File: config.mk
export PLATFORM = sky130hd
export DESIGN_NAME = ahb_periph_bridge_flat
export DESIGN_NICKNAME = d
export VERILOG_FILES = /design/src/rtl/ahb_periph_bridge_if.sv /design/src/rtl/ahb_periph_bridge.sv /design/src/flat_wrapper.sv
export SDC_FILE = /design/constraint.sdc
export NUM_CORES = 1
export LEC_CHECK = 0
export ABC_AREA = 0
export CAP_MARGIN = 20
export CORE_MARGIN = 4
export CORE_UTILIZATION = 36
export DETAILED_ROUTE_END_ITERATION = 16
export PLACE_DENSITY = 0.86
export SETUP_SLACK_MARGIN = 0.02
export SYNTH_ARGS = -nofsm -noshare
export SYNTH_HDL_FRONTEND = slang
export SYNTH_SLANG_ARGS = --single-unit
File: constraint.sdc
create_clock -name clk -period 1.54 [get_ports clk]
set_input_delay 0.308 -clock clk [delete_from_list [all_inputs] [get_ports clk]]
set_output_delay 0.308 -clock clk [all_outputs]
set_load 0.01 [all_outputs]
File: src/rtl/ahb_periph_bridge_if.sv
// AHB-Lite subordinate-side signal bundle for ahb_periph_bridge.
// The master modport is the interconnect view; the slave modport is the bridge view.
interface ahb_periph_bridge_if #(
  parameter int DATA_WIDTH = 32,
  parameter int ADDR_WIDTH = 32
);
  logic                  hsel;
  logic [ADDR_WIDTH-1:0] haddr;
  logic [1:0]            htrans;
  logic                  hwrite;
  logic [2:0]            hsize;
  logic [DATA_WIDTH-1:0] hwdata;
  logic                  hready;
  logic [DATA_WIDTH-1:0] hrdata;
  logic                  hreadyout;
  logic                  hresp;

  modport master (
    output hsel, haddr, htrans, hwrite, hsize, hwdata, hready,
    input  hrdata, hreadyout, hresp
  );

  modport slave (
    input  hsel, haddr, htrans, hwrite, hsize, hwdata, hready,
    output hrdata, hreadyout, hresp
  );
endinterface

File: src/rtl/ahb_periph_bridge.sv
// AHB-Lite to simple peripheral register protocol bridge.
// Handles peripheral wait states, write errors, stuck reads (timeout) and
// unsupported transfers, and produces the two-cycle AHB ERROR response.
module ahb_periph_bridge #(
  parameter int DATA_WIDTH = 32,
  parameter int ADDR_WIDTH = 32,
  parameter int TIMEOUT    = 16
) (
  input  logic                  clk,
  input  logic                  rst,
  ahb_periph_bridge_if.slave    bus,
  output logic                  rd_en,
  output logic                  wr_en,
  output logic [ADDR_WIDTH-1:0] address,
  output logic [DATA_WIDTH-1:0] wr_data,
  input  logic [DATA_WIDTH-1:0] rd_data,
  input  logic                  ready,
  input  logic                  error
);

  localparam int CW = $clog2(TIMEOUT + 1);
  localparam logic [CW-1:0] TIMEOUT_C = CW'(TIMEOUT);

  typedef enum logic [2:0] {
    S_IDLE, S_WR, S_WCHK, S_RD, S_RDONE, S_ERR1, S_ERR2
  } state_t;

  state_t                state_q, state_d;
  logic [CW-1:0]         wait_cnt_q;
  logic [ADDR_WIDTH-1:0] addr_q;
  logic [DATA_WIDTH-1:0] hrdata_q;
  logic                  hreadyout_c;
  logic                  hresp_c;
  logic                  take;
  logic                  unsupported;
  logic                  unused_htrans0;

  // Only htrans[1] distinguishes a real transfer from IDLE/BUSY.
  assign unused_htrans0 = bus.htrans[0];

  assign unsupported = (bus.hsize != 3'b010) || (bus.haddr[1:0] != 2'b00);

  // Next-state and output decode; completion cycles may accept the next address phase.
  always_comb begin
    // NOTE: every output gets a default first so no path leaves it unassigned (no latches).
    state_d     = state_q;
    hreadyout_c = 1'b1;
    hresp_c     = 1'b0;
    rd_en       = 1'b0;
    wr_en       = 1'b0;
    take        = 1'b0;
    unique case (state_q)
      S_IDLE:  ;
      S_WR: begin
        wr_en       = 1'b1;
        hreadyout_c = 1'b0;
        state_d     = S_WCHK;
      end
      S_WCHK: begin
        if (error) begin
          hreadyout_c = 1'b0;
          state_d     = S_ERR1;
        end
      end
      S_RD: begin
        rd_en       = 1'b1;
        hreadyout_c = 1'b0;
        if (ready)                                 state_d = S_RDONE;
        else if (wait_cnt_q + CW'(1) == TIMEOUT_C) state_d = S_ERR1;
      end
      S_RDONE: ;
      S_ERR1: begin
        hreadyout_c = 1'b0;
        hresp_c     = 1'b1;
        state_d     = S_ERR2;
      end
      S_ERR2:  hresp_c = 1'b1;
      default: state_d = S_IDLE;
    endcase
    // hreadyout_c=1 marks a completion cycle (IDLE, WCHK-ok, RDONE, ERR2).
    if (hreadyout_c) begin
      if (bus.hsel && bus.hready && bus.htrans[1]) begin
        take = 1'b1;
        if (unsupported)     state_d = S_ERR1;
        else if (bus.hwrite) state_d = S_WR;
        else                 state_d = S_RD;
      end else begin
        state_d = S_IDLE;
      end
    end
  end

  // State, latched address, read-wait counter and read-data register.
  always_ff @(posedge clk) begin
    // NOTE: sequential state uses non-blocking assignments so all registers update together.
    if (rst) begin
      state_q    <= S_IDLE;
      wait_cnt_q <= '0;
      addr_q     <= '0;
      hrdata_q   <= '0;
    end else begin
      state_q <= state_d;
      if (take) begin
        addr_q     <= bus.haddr;
        wait_cnt_q <= '0;
      end else if (state_q == S_RD && !ready) begin
        wait_cnt_q <= wait_cnt_q + CW'(1);
      end
      if (state_q == S_RD && ready) hrdata_q <= rd_data;
    end
  end

  assign address       = addr_q;
  assign wr_data       = wr_en ? bus.hwdata : '0;
  assign bus.hrdata    = hrdata_q;
  assign bus.hreadyout = hreadyout_c;
  assign bus.hresp     = hresp_c;

endmodule

File: src/flat_wrapper.sv
// flat-port wrapper written by rule: the top's interface ports become plain ports
module ahb_periph_bridge_flat 
#(
  parameter int DATA_WIDTH = 32,
  parameter int ADDR_WIDTH = 32,
  parameter int TIMEOUT    = 16
)
  (clk, rst, rd_en, wr_en, address, wr_data, rd_data, ready, error, bus_hsel, bus_haddr, bus_htrans, bus_hwrite, bus_hsize, bus_hwdata, bus_hready, bus_hrdata, bus_hreadyout, bus_hresp);
  ahb_periph_bridge_if #(.DATA_WIDTH(DATA_WIDTH), .ADDR_WIDTH(ADDR_WIDTH)) bus_i ();
  input  logic clk;
  input  logic rst;
  output logic rd_en;
  output logic wr_en;
  output logic [ADDR_WIDTH-1:0] address;
  output logic [DATA_WIDTH-1:0] wr_data;
  input  logic [DATA_WIDTH-1:0] rd_data;
  input  logic ready;
  input  logic error;
  input wire logic [$bits(bus_i.hsel)-1:0] bus_hsel;
  input wire logic [$bits(bus_i.haddr)-1:0] bus_haddr;
  input wire logic [$bits(bus_i.htrans)-1:0] bus_htrans;
  input wire logic [$bits(bus_i.hwrite)-1:0] bus_hwrite;
  input wire logic [$bits(bus_i.hsize)-1:0] bus_hsize;
  input wire logic [$bits(bus_i.hwdata)-1:0] bus_hwdata;
  input wire logic [$bits(bus_i.hready)-1:0] bus_hready;
  output wire logic [$bits(bus_i.hrdata)-1:0] bus_hrdata;
  output wire logic [$bits(bus_i.hreadyout)-1:0] bus_hreadyout;
  output wire logic [$bits(bus_i.hresp)-1:0] bus_hresp;
  assign bus_i.hsel = bus_hsel;
  assign bus_i.haddr = bus_haddr;
  assign bus_i.htrans = bus_htrans;
  assign bus_i.hwrite = bus_hwrite;
  assign bus_i.hsize = bus_hsize;
  assign bus_i.hwdata = bus_hwdata;
  assign bus_i.hready = bus_hready;
  assign bus_hrdata = bus_i.hrdata;
  assign bus_hreadyout = bus_i.hreadyout;
  assign bus_hresp = bus_i.hresp;
  ahb_periph_bridge #(.DATA_WIDTH(DATA_WIDTH), .ADDR_WIDTH(ADDR_WIDTH), .TIMEOUT(TIMEOUT)) u_core (.clk(clk), .rst(rst), .bus(bus_i), .rd_en(rd_en), .wr_en(wr_en), .address(address), .wr_data(wr_data), .rd_data(rd_data), .ready(ready), .error(error));
endmodule
==> tab_implementation.tex <==
\begin{tabular}{lr}
\hline
Metric & Value \\
\hline
\multicolumn{2}{l}{\textbf{Power}} \\
Sequential Power Share & 0.498 \\
Leakage power & 2.55 nW \\
Net switching power & 0.886 mW \\
Peak VDD IR & 313 uV \\
Switching power share of the total & 0.231 \\
Logic gate share of total power & 0.169 \\
Total power density per cell area & 650 nW/um\^{}2 \\
Proportion of power drawn by the clock network & 0.334 \\
Internal power of the cells & 2.95 mW \\
\multicolumn{2}{l}{\textbf{Synthesis}} \\
Most used standard cells in the synthesized netlist & sky130\_fd\_sc\_hd\_\_nand2\_1, sky130\_fd\_sc\_hd\_\_dfxtp\_1, sky130\_fd\_sc\_hd\_\_a21oi\_1 \\
Avg Inst Size Synth & 8.50 um\^{}2 \\
Most frequently used flop master after synthesis & sky130\_fd\_sc\_hd\_\_dfxtp\_1 \\
Count of flip-flops with a built-in enable after synthesis & 0 \\
Top-area cell type share of the netlist area & 0.461 \\
Most frequently used cell type in the post-synthesis netlist & sky130\_fd\_sc\_hd\_\_nand2\_1 \\
Sequential share of the synthesized area & 0.461 \\
Dominant cells by area after synthesis & sky130\_fd\_sc\_hd\_\_dfxtp\_1, sky130\_fd\_sc\_hd\_\_nand2\_1, sky130\_fd\_sc\_hd\_\_a21oi\_2, sky130\_fd\_sc\_hd\_\_and2\_1, sky130\_fd\_sc\_hd\_\_a21oi\_1 \\
Largest area contributor in the netlist & sky130\_fd\_sc\_hd\_\_dfxtp\_1 \\
Mapped Area & 3130 um\^{}2 \\
Synth warnings & 0 \\
Unique cell type count in the Yosys netlist & 38 \\
Post-synthesis async set-or-reset flop share & 0 \\
Post-synth net total & 478 \\
Synth Instances & 368 \\
Register bit count reported by yosys & 72 \\
\multicolumn{2}{l}{\textbf{Die}} \\
FP Rows & 33 \\
Core ar. & 8340 um\^{}2 \\
Die Ht & 101 um \\
IO Count & 208 \\
Overall die width & 101 um \\
Starting utilization of the core area & 0.375 \\
Overall die area & 10200 um\^{}2 \\
\multicolumn{2}{l}{\textbf{CTS}} \\
Clk pin slew, worst setup/hold paths & 80 ps \\
Worst skew pair latency & 340 ps \\
Cts hold-fix bufs & 0 \\
Clock Root Buffer & sky130\_fd\_sc\_hd\_\_clkbuf\_8 \\
Total number of H-tree levels & 3 \\
Clock Tree Buf Depth & 2 \\
Number of buffers inserted during clock tree synthesis & 9 \\
CTS sink count & 72 \\
Clock tree from TritonCTS & done \\
\multicolumn{2}{l}{\textbf{Global route}} \\
First-pass GRT wire length & 17200 um \\
Busiest metal layer after global routing & met2 \\
Antenna violations before repair & 0 \\
Vias in the first global route & 3506 \\
Met2 Track Usage GR & 0.398 \\
All-Layer GR Usage & 0.214 \\
Pin count of the biggest net entering global routing & 34 \\
Met1 capacity usage during global routing & 0.212 \\
Met3 Use GR & 0.0840 \\
Gr ovfl total & 0 \\
\multicolumn{2}{l}{\textbf{STA}} \\
Max frequency & 565 MHz \\
Clock skew & 12.7 ps \\
Sum Neg Setup Slack & -6940 ps \\
Smallest setup slack after layout & -229 ps \\
Period utilisation layout & 1.15 \\
Final hold violations & 0 \\
Slew at the pin closest to its max-slew limit & 326 ps \\
RSZ-0062 raised after global routing & true \\
Final hold slack & 350 ps \\
Number of max-slew violations in the final report & 0 \\
Post-layout minimum cycle time & 1770 ps \\
Max\_slew headroom & 0.782 \\
Setup violation total in the final timing report & 39 \\
\multicolumn{2}{l}{\textbf{Job}} \\
Number of maximum-capacitance constraint violations & 0 \\
\multicolumn{2}{l}{\textbf{Setup path}} \\
Cell type of the slowest stage on the worst timing path & sky130\_fd\_sc\_hd\_\_dfxtp\_2 \\
Required time reported for the critical path endpoint & 1230 ps \\
Setup Crit Path Kind & reg -> out \\
Category of cells accounting for the largest share of critical-path delay & simple AND/OR/NAND/NOR gates \\
Count of buffer and inverter cells on the critical path & 3 \\
Crit start category & register \\
Largest stage delay, worst path & 330 ps \\
Critical Path End Type & output port \\
Maximum fanout along the worst path & 8 \\
Worst reg2reg setup slack & -30 ps \\
Cell Chain, Critical Path & nand2b\_4 > nor2\_4 > buf\_4 > buf\_6 > and2\_1 > buf\_2 \\
Data arrival time of the critical path & 1460 ps \\
\multicolumn{2}{l}{\textbf{Placed design}} \\
GP Congestion & 0.888 \\
Count of buffers inserted at the top-level ports & 206 \\
Total cell area at the placement stage & 5400 um\^{}2 \\
HPWL after detailed placement & 8160 um \\
\multicolumn{2}{l}{\textbf{Hold path}} \\
Worst min-delay path class & in -> reg \\
\multicolumn{2}{l}{\textbf{Route}} \\
DR vias & 3454 \\
Final routed wire length divided by cell count & 17.0 um \\
Number of nets with antenna violations after routing & 0 \\
Total iterations of the first detailed-routing run & 5 \\
Routed wire length & 12000 um \\
\# DRC & 0 \\
DRC marker count from the first detailed-route iteration & 91 \\
Post-DR vias/cell & 4.89 \\
\multicolumn{2}{l}{\textbf{Outcome}} \\
Status & finished with violations \\
Violations in the final reports & negative setup slack \\
\multicolumn{2}{l}{\textbf{Final layout}} \\
Post-layout util & 0.707 \\
Layout cell share with drive strength beyond 1 & 0.324 \\
Diode count & 0 \\
Total non-filler cell area in the finished layout & 5900 um\^{}2 \\
Net count, final & 709 \\
Layout overhead on the synthesized area & 88.6\% \\
\hline
\end{tabular}
-- flip-flops by register name, indices dropped and copies added, names as in the netlist --
signal,count
u_core.address,32
u_core.bus.hrdata,32
u_core.state_q,3
u_core.wait_cnt_q,5
-- metal layers --
metal / vias to the layer above / wire length [um]
met5: - / 0
met4: 0 / 293
met3: 26 / 1230
met2: 176 / 6430
met1: 1603 / 4070
li1: 1649 / -
-- cell families (layout without fill, tap and decap cells) --
logic type               Yosys count  count (layout)  synth area share
AND/OR/NAND/NOR                  189             189             0.291
buffers and inverters             25             258            0.0608
multiplexers                       1               1           0.00320
adder cells (fa/ha/maj)            2               2           0.00800
AO/OA/AOI/OAI                     75              75             0.166
flip-flops                        72              72             0.461
XOR/XNOR                           4               4            0.0112
-- what timing repair did --
action                                  in CTS  in global routing
pin swaps                                    1                 32
endpoints found under the setup margin      97                 78
gates cloned                                 2                  5
setup buffers                                2                  6
resized for setup                          229                 75
-- through the flow --
stage | power, mW | std cells | worst slack (ps)
2_1_floorplan | 2.10 | 368 | 122
3_3_place_gp | 2.52 | 679 | -468
3_5_place_dp | 2.52 | 679 | -465
4_1_cts | 3.79 | 696 | -239
5_1_grt | 4.00 | 706 | -292
6_report | 3.83 | 706 | -229
-- path summary, 6_finish.rpt --
check                startpoint            endpoint  cells past startpoint
max           u_core.state_q[1]         wr_data[13]                      6
min                         rst  u_core.address[27]                      2
max reg2reg   u_core.state_q[1]  u_core.address[16]                      8
min reg2reg  u_core.address[20]  u_core.address[20]                      2
-- layout by cell type (no fill, tap or decap), drive strengths merged --
cell           instances
ha                     2
nand3b                 2
clkbuf                16
and3b                  2
nor4                   1
o21a                   1
mux2i                  1
a21boi                 1
o211ai                 1
a31oi                  1
buf                   71
dlygate4sd2           61
and4b                  1
clkinv                 1
or2b                   1
and4bb                 1
o21ai                  1
dlymetal6s2s           3
nand2b                 3
or2                    1
o22ai                  1
xor2                   3
clkdlybuf4s50        105
a21oi                 68
nand2                131
inv                    1
and3                   1
nor2                   8
nand4                  3
xnor2                  1
dfxtp                 72
and2                  34
o2111ai                1
-- final cells by class --
class	instances	area, um^2
tap	105	131
clock buffer	12	155
multi-input combinational	271	1640
sequential	72	1450
clock inverter	1	5.00
fill	603	2440
timing repair buffer	244	2520
inverter	1	3.75
-- power by group through the flow --
stage	Clock (mW)	Combinational, mW	Sequential, mW
global placement	0	0.569	1.95
floorplan	0	0.135	1.96
CTS	1.31	0.573	1.91
global route	1.41	0.680	1.91
finish	1.28	0.646	1.91
detailed placement	0	0.575	1.95
Power figures use the tool's default switching activity.
